## src/rtl/telemetry_frame_receiver.sv

```systemverilog
// Telemetry frame receiver: sync hunt, length/payload parse, XOR checksum, commit-or-rollback FIFO.
// Events/readout are registered (one cycle); input has no backpressure, frames that do not fit are dropped.
module telemetry_frame_receiver #(
    parameter int          FIFO_DEPTH     = 16,
    parameter int          MAX_PAYLOAD    = 8,
    parameter int          TIMEOUT_CYCLES = 64,
    parameter logic [7:0]  SYNC_BYTE      = 8'hA5
) (
    input  logic                            clk,
    input  logic                            rst,
    input  logic [7:0]                      in_data,
    input  logic                            in_valid,
    input  logic                            rd_en,
    output logic [7:0]                      rd_data,
    output logic                            rd_valid,
    output logic                            empty,
    output logic [$clog2(FIFO_DEPTH):0]     level,
    output logic                            frame_ok,
    output logic                            frame_err,
    output logic [15:0]                     ok_count,
    output logic [15:0]                     err_count,
    output logic                            busy
);

    localparam int AW = $clog2(FIFO_DEPTH);
    localparam int PW = AW + 1;
    localparam int TW = $clog2(TIMEOUT_CYCLES + 1);
    localparam logic [PW-1:0] DEPTH_P = PW'(FIFO_DEPTH);
    localparam logic [7:0]    MAXP    = 8'(MAX_PAYLOAD);

    typedef enum logic [2:0] {HUNT, LEN, PAYLOAD, DROP, CHK} state_t;

    state_t          state, state_nxt;
    logic [7:0]      mem [FIFO_DEPTH];
    logic [PW-1:0]   wr_ptr, commit_ptr, rd_ptr;
    logic [PW-1:0]   free_space;
    logic [7:0]      csum, remaining;
    logic [TW-1:0]   idle_cnt;

    logic timeout, len_bad, no_room;
    logic load_len, do_write, dec_drop, do_commit, do_rollback, ev_ok, ev_err;

    // Free space is measured from rd_ptr so in-flight (uncommitted) bytes are reserved too.
    assign free_space = DEPTH_P - (wr_ptr - rd_ptr);
    assign no_room    = 16'(free_space) < 16'(in_data);
    assign len_bad    = (in_data == 8'd0) || (in_data > MAXP);
    assign timeout    = (state != HUNT) && !in_valid && (idle_cnt == TW'(TIMEOUT_CYCLES - 1));

    assign level = commit_ptr - rd_ptr;
    assign empty = (level == '0);
    assign busy  = (state != HUNT);

    always_ff @(posedge clk) begin
        if (rst) state <= HUNT;
        else     state <= state_nxt;
    end

    always_comb begin
        state_nxt = state;
        case (state)
            HUNT: if (in_valid && in_data == SYNC_BYTE) state_nxt = LEN;
            LEN: begin
                if (timeout)                    state_nxt = HUNT;
                else if (in_valid) begin
                    if (len_bad)                state_nxt = HUNT;
                    else if (no_room)           state_nxt = DROP;
                    else                        state_nxt = PAYLOAD;
                end
            end
            PAYLOAD: begin
                if (timeout)                                state_nxt = HUNT;
                else if (in_valid && remaining == 8'd1)     state_nxt = CHK;
            end
            DROP: begin
                if (timeout)                                state_nxt = HUNT;
                else if (in_valid && remaining == 8'd0)     state_nxt = HUNT;
            end
            CHK: if (timeout || in_valid) state_nxt = HUNT;
            default: state_nxt = HUNT;
        endcase
    end

    always_comb begin
        load_len    = 1'b0;
        do_write    = 1'b0;
        dec_drop    = 1'b0;
        do_commit   = 1'b0;
        do_rollback = 1'b0;
        ev_ok       = 1'b0;
        ev_err      = 1'b0;
        if (timeout) begin
            do_rollback = 1'b1;
            ev_err      = 1'b1;
        end else if (in_valid) begin
            case (state)
                LEN: begin
                    if (len_bad) ev_err   = 1'b1;
                    else         load_len = 1'b1;
                end
                PAYLOAD: do_write = 1'b1;
                DROP: begin
                    if (remaining == 8'd0) ev_err   = 1'b1;
                    else                   dec_drop = 1'b1;
                end
                CHK: begin
                    if (in_data == csum) begin
                        do_commit = 1'b1;
                        ev_ok     = 1'b1;
                    end else begin
                        do_rollback = 1'b1;
                        ev_err      = 1'b1;
                    end
                end
                default: ;
            endcase
        end
    end

    always_ff @(posedge clk) begin
        if (do_write) mem[wr_ptr[AW-1:0]] <= in_data;
    end

    always_ff @(posedge clk) begin
        if (rst) begin
            wr_ptr     <= '0;
            commit_ptr <= '0;
            rd_ptr     <= '0;
            csum       <= '0;
            remaining  <= '0;
            idle_cnt   <= '0;
            frame_ok   <= 1'b0;
            frame_err  <= 1'b0;
            ok_count   <= '0;
            err_count  <= '0;
            rd_data    <= '0;
            rd_valid   <= 1'b0;
        end else begin
            frame_ok  <= ev_ok;
            frame_err <= ev_err;
            if (ev_ok && ok_count != 16'hFFFF)   ok_count  <= ok_count + 16'd1;
            if (ev_err && err_count != 16'hFFFF) err_count <= err_count + 16'd1;

            if (load_len) begin
                remaining <= in_data;
                csum      <= in_data;
            end else if (do_write) begin
                remaining <= remaining - 8'd1;
                csum      <= csum ^ in_data;
            end else if (dec_drop) begin
                remaining <= remaining - 8'd1;
            end

            if (do_write)         wr_ptr <= wr_ptr + PW'(1);
            else if (do_rollback) wr_ptr <= commit_ptr;
            if (do_commit)        commit_ptr <= wr_ptr;

            if (state == HUNT || in_valid) idle_cnt <= '0;
            else                           idle_cnt <= idle_cnt + TW'(1);

            rd_valid <= 1'b0;
            if (rd_en && !empty) begin
                rd_data  <= mem[rd_ptr[AW-1:0]];
                rd_valid <= 1'b1;
                rd_ptr   <= rd_ptr + PW'(1);
            end
        end
    end

endmodule

```

## config.mk

```make
export PLATFORM = sky130hd
export DESIGN_NAME = telemetry_frame_receiver
export DESIGN_NICKNAME = d
export VERILOG_FILES = /design/src/rtl/telemetry_frame_receiver.sv
export SDC_FILE = /design/constraint.sdc
export NUM_CORES = 1
export LEC_CHECK = 0
export ABC_AREA = 1
export BUFFER_PORTS_ARGS = -buffer_cell sky130_fd_sc_hd__buf_2
export CAP_MARGIN = 20
export CORE_MARGIN = 2
export CORE_UTILIZATION = 35
export DETAILED_ROUTE_END_ITERATION = 12
export SLEW_MARGIN = 20
export SYNTH_ARGS = -nofsm -noshare
export SYNTH_HDL_FRONTEND = slang
export SYNTH_SLANG_ARGS = --single-unit
```

## constraint.sdc

```tcl
create_clock -name clk -period 7.1 [get_ports clk]
set_input_delay 0 -clock clk [delete_from_list [all_inputs] [get_ports clk]]
set_output_delay 0 -clock clk [all_outputs]
set_load 0.005 [all_outputs]
```

# == Yosys cells after proc, flatten, opt, wreduce, memory -nomap -nowiden ==
# Memory sizes are Yosys's and may differ from the RTL's. A register that Yosys moved wholly into a read port is not among the register bits.
# Cells that the tools add are included.
# totals
ff_bits,76
ramBits,128
output_inout_bits,50
n_memories,1
# mem_list
memory,words,width,read_ports,rd_ports_with_merged_regs,write_ports,line,source
mem,16,8,1,1,1,34,logic [7:0] mem [FIFO_DEPTH];
# classes
addsub,9
magnitude_cmp,2
n_eq_ne,15
muxes,45
bitwise,1
reduce_logical,23
# ops
cell,n
8-bit 2-to-1 mux,5
"16-bit by 1-bit adder with 16-bit output, second input constant",2
"16-bit != test, second input constant",2
1-bit 2-to-1 mux,27
3-bit 2-to-1 mux,8
8-bit logical NOT,2
3-bit case mux with 5 select lines,1
"5-bit by 1-bit adder with 5-bit output, second input constant",2
5-bit 2-to-1 mux,2
5-bit subtractor,2
"3-bit != test, second input constant",3
"8-bit by 1-bit equality test with 1-bit output, second input constant",1
8-bit equality test,1
"8-bit equality test, second input constant",1
"8-bit by 4-bit greater-than comparator with 1-bit output, second input constant",1
1-bit logical AND,8
5-bit by 8-bit less-than comparator with 1-bit output,1
"8-bit by 1-bit subtractor with 8-bit output, second input constant",1
8-bit XOR,1
"7-bit by 1-bit adder with 7-bit output, second input constant",1
"7-bit by 6-bit equality test with 1-bit output, second input constant",1
"3-bit by 2-bit equality test with 1-bit output, second input constant",2
3-bit nonzero test,2
5-bit logical NOT,1
12 further kinds,17

# == Logic depth before layout (Yosys ltp) ==
# depth
word_depth,8
ltp_mapped,17
mapped_depth_nobuf,14

# == Worst setup path before layout ==
# Ideal clock, no wire load.
# synth_timing
path_kind,reg2reg
from,reg rd_ptr[0]
to,reg state[0]
setup_time_ps,132
arrival_time_ps,2510
required_ps,6968
setup_slack_ps,4458
stages_incl_launch_ff,18
path_buffers,3
period_less_slack_ps,2642
path_cell_list,dfxtp_1 > buf_2 > inv_2 > buf_2 > buf_2 > ha_1 > inv_1 > ha_1 > fa_1 > xor2_1 > ha_1 > nand2_1 > o21ai_0 > nand3_1 > nand2_1 > nand2_1 > nand2_1 > a21oi_1
# synth_between
elab_chain_len,8
# synth_rtl
element,line,source
from (decl),35,"logic [PW-1:0] wr_ptr, commit_ptr, rd_ptr;"
from (signal assigned),164,rd_ptr <= rd_ptr + PW'(1);
5-bit subtractor (2 in series),44,assign free_space = DEPTH_P - (wr_ptr - rd_ptr);
5-bit by 8-bit less-than comparator with 1-bit output,45,assign no_room = 16'(free_space) < 16'(in_data);
1-bit 2-to-1 mux,66,else if (no_room) state_nxt = DROP;
2-bit 2-to-1 mux,65,if (len_bad) state_nxt = HUNT;
3-bit 2-to-1 mux,64,else if (in_valid) begin
3-bit 2-to-1 mux,63,if (timeout) state_nxt = HUNT;
3-bit case mux with 5 select lines,60,case (state)
to (signal assigned),55,else state <= state_nxt;
to (decl),33,"state_t state, state_nxt;"
# No other way between the ends. The select of a mux whose other input is x is not followed.
# A chain may end at the register's enable or synchronous reset.

# == Worst setup path after layout ==
# layout_timing
from,reg rd_ptr[2]
to,reg rd_ptr[2]
# layout_between
elab_chain_len,4
word_cells_on_any_way,5
cone_classes,add/sub (2); reduce/logical (3)
# layout_rtl
element,line,source
5-bit subtractor,49,assign level = commit_ptr - rd_ptr;
5-bit logical NOT,50,assign empty = (level == '0);
1-bit logical NOT,161,if (rd_en && !empty) begin
1-bit logical AND,161,
# Parallel ways exist; a longest one is shown, timed or not.

==> out/results.txt <==
Largest family of logic cells by synthesized area -> simple AND/OR/NAND/NOR gates
Reg2reg start -> rd_ptr[2]
Layout cells sized above 1 -> 15.2%
Clock Latency Late Sink -> 0.52 ns
HP Start -> in_valid
# port buffers -> 61
Worst path arrival time -> 3.25 ns
Cell with the most instances after synthesis -> nor2_1
Worst-path fanout max -> 20
DR pass1 iterations -> 5
# H-tree levels -> 1
CP Capture Type -> flip-flop
Die Area -> 0.0297 mm^2
RSZ-0062 raised after global routing -> false
Area leader, netlist -> edfxtp_1
Worst EP required -> 7.55 ns
Area delta synth->final -> 15.6%
Ranking of synthesized cells by area -> edfxtp_1 39%, dfxtp_1 17%, nor2_1 5.9%
Final Routed Wirelength -> 23,400 um
Worst VDD drop -> 0.139 mV
Post-synth EDFFs -> 128
Via-to-Cell Ratio -> 4.89
XOR/XNOR share of the synthesized area -> 2.65%
Status -> complete, no violations
Clock buffer depth -> 3
Root Buffer -> clkbuf_16
Gr ovfl total -> 0
First-pass GRT wire length -> 36,800 um
Slowest stage delay, CP -> 0.81 ns
CP Cell Sequence -> inv_1, ha_1, a21oi_1, nand2_1, xor2_1, nand3_1, nand2_2, inv_2, nand2_1, o21ai_0, a21oi_1
Worst reg2reg endpoint -> rd_ptr[2]
CP Launch Type -> flip-flop
Syn Std Cell Area -> 0.00991 mm^2
Vias in the first global route -> 6,986
Post-Synth Simple-Gate Area -> 20.3%
Initial Util -> 35.6%
Crit Path Category -> flip-flop to flip-flop
CTS-repair resized insts -> 0
Netlist cell types -> 45
CP top delay family -> flip-flops
Slowest-stage cell, CP -> dfxtp_1
Layout Cells excl Fill -> 1,512
Total track usage -> 15.8%
Cell row count -> 61
Max-slew headroom -> 33.1%
Worst Path Buf+Inv -> 2
Placed Cells incl. Taps -> 1,457
Die span in y -> 172 um
Post-Syn Nets -> 1,092
Reg2Reg Depth -> 11
Avg Cell Area, Syn -> 9.42 um^2
Fmax -> 357 MHz
Avg WL per Cell -> 15.5 um
Synth Instances -> 1,052
Clk sinks -> 212
Cts hold-fix bufs -> 11
Hold Vio Cnt, Final -> 0
Ys flop type -> edfxtp_1
Pins Over Slew Limit -> 0
Final setup vio count -> 0
Max-cap viol count -> 0
Min Tclk post-route -> 2.80 ns
Tcrit/Tclk final -> 39.4%
Synth Warn # -> 0
CTS tree -> yes
Post-synthesis register bit count -> 212
Post-synthesis mux area share -> 0%
Final GP Congestion -> 0.829
Hold Path Cell Cnt -> 4
Leak -> 4.16 nW
Via Count -> 7,399
Fin nets -> 1,156
Final setup TNS -> 0 ns
Synth cell count leaders -> 157 x nor2_1, 153 x nand2_1, 128 x edfxtp_1
Hpwl dp -> 15,600 um
Worst Hold Path EP -> frame_err
Area share of fa/ha/maj cells after synthesis -> 3.69%
FFs w/ async S/R, synth -> 0%
Drc violations -> 0
Measured slew at the worst slew-check pin -> 1.00 ns
Post-CTS Repair Setup Buffers -> 0
Clock transition at path regs -> 0.06 ns
Core region area -> 0.0279 mm^2
Layout Utilization -> 41.1%
Total CTS buffers -> 24
PwrDens -> 246 mW/mm^2
ANT cells -> 0
Worst Skew -> 0.0107 ns
ANT nets after route -> 0
Iter 0 DRT Violations -> 420
Min-delay worst type -> input pin to flip-flop
Part of the Yosys area used for sequential elements -> 55.8%
Share of the synthesized area in the top cell type -> 38.8%
R2R Setup Slk -> 4.30 ns
Die W -> 172 um
Compound-cell area share of the yosys netlist -> 12.1%
Largest net degree at the start of global routing -> 68
Hold_ws -> 0.428 ns
IO Pins -> 62
Initial antenna violation count -> 0
[worst min-delay path, stage by stage]
cell and delay [ns]:
dlygate4sd3_1 0.52, buf_2 0.18, nand2_2 0.12, a21oi_1 0.06
[how the worst max path moves through the flow]
stage	from	end	slack, ns	depth (start not counted)
2_1_floorplan	rd_ptr[0]	state[0]	4.46	17
3_3_place_gp	rd_ptr[2]	state[0]	4.37	11
3_5_place_dp	rd_ptr[2]	rd_ptr[2]	4.30	11
4_1_cts	rd_ptr[2]	rd_ptr[2]	4.30	11
5_1_grt	rd_ptr[0]	rd_ptr[2]	4.06	12
6_report	rd_ptr[2]	rd_ptr[2]	4.30	11
[stage by stage]
step,area [um^2],worst slack [ns],power [mW]
final,11500,4.30,2.81
after CTS,11500,4.30,2.84
after detailed placement,10500,4.30,1.58
after floorplan,9910,4.46,1.49
after global placement,10500,4.37,1.58
after global routing,11500,4.06,2.92
[layout by cell type (no fill, tap or decap), types with 23 or more instances in the layout]
master     instances
o22ai_1           23
clkbuf_16         24
buf_2             61
dfxtp_1           83
nand2_1          153
inv_1             75
o21ai_0           99
a21oi_1           65
edfxtp_1         128
ha_1              26
nor2_1           157
nand3_1           39
[sequential cells by signal, indices dropped and copies added (netlist names)]
signal,count
rd_valid,1
mem,128
frame_ok,1
commit_ptr,5
rd_ptr,5
frame_err,1
wr_ptr,5
remaining,8
rd_data,8
err_count,16
idle_cnt,7
ok_count,16
csum,8
state,3
[cells by family after synthesis]
| family | count (synthesis) |
|---|---|
| xor+xnor | 30 |
| fa+ha+maj | 28 |
| buf+inv | 132 |
| flops | 212 |
| simple gates | 432 |
| compound gates | 218 |
[area by class of cell]
| class | count | area, um^2 |
|---|---|---|
| sequential | 212 | 5530 |
| inverter | 94 | 357 |
| clock inverter | 9 | 106 |
| timing repair buffer | 76 | 445 |
| fill | 2699 | 16400 |
| clock buffer | 35 | 712 |
| tap | 378 | 473 |
| multi-input combinational | 708 | 3830 |
[report_power, final]
group          switching [mW]  internal (mW)  total, mW
registers             0.00626           1.31       1.32
logic                   0.162         0.0792      0.241
clock network           0.487          0.767       1.25
[per-layer routing]
metal	part of all wire [%]	GRT usage [%]
met3	4.0	2.31
met1	45	20.2
met2	49	27.3
met5	0	0
met4	2.6	5.37
Note: power is estimated with default switching activity, not from simulation.
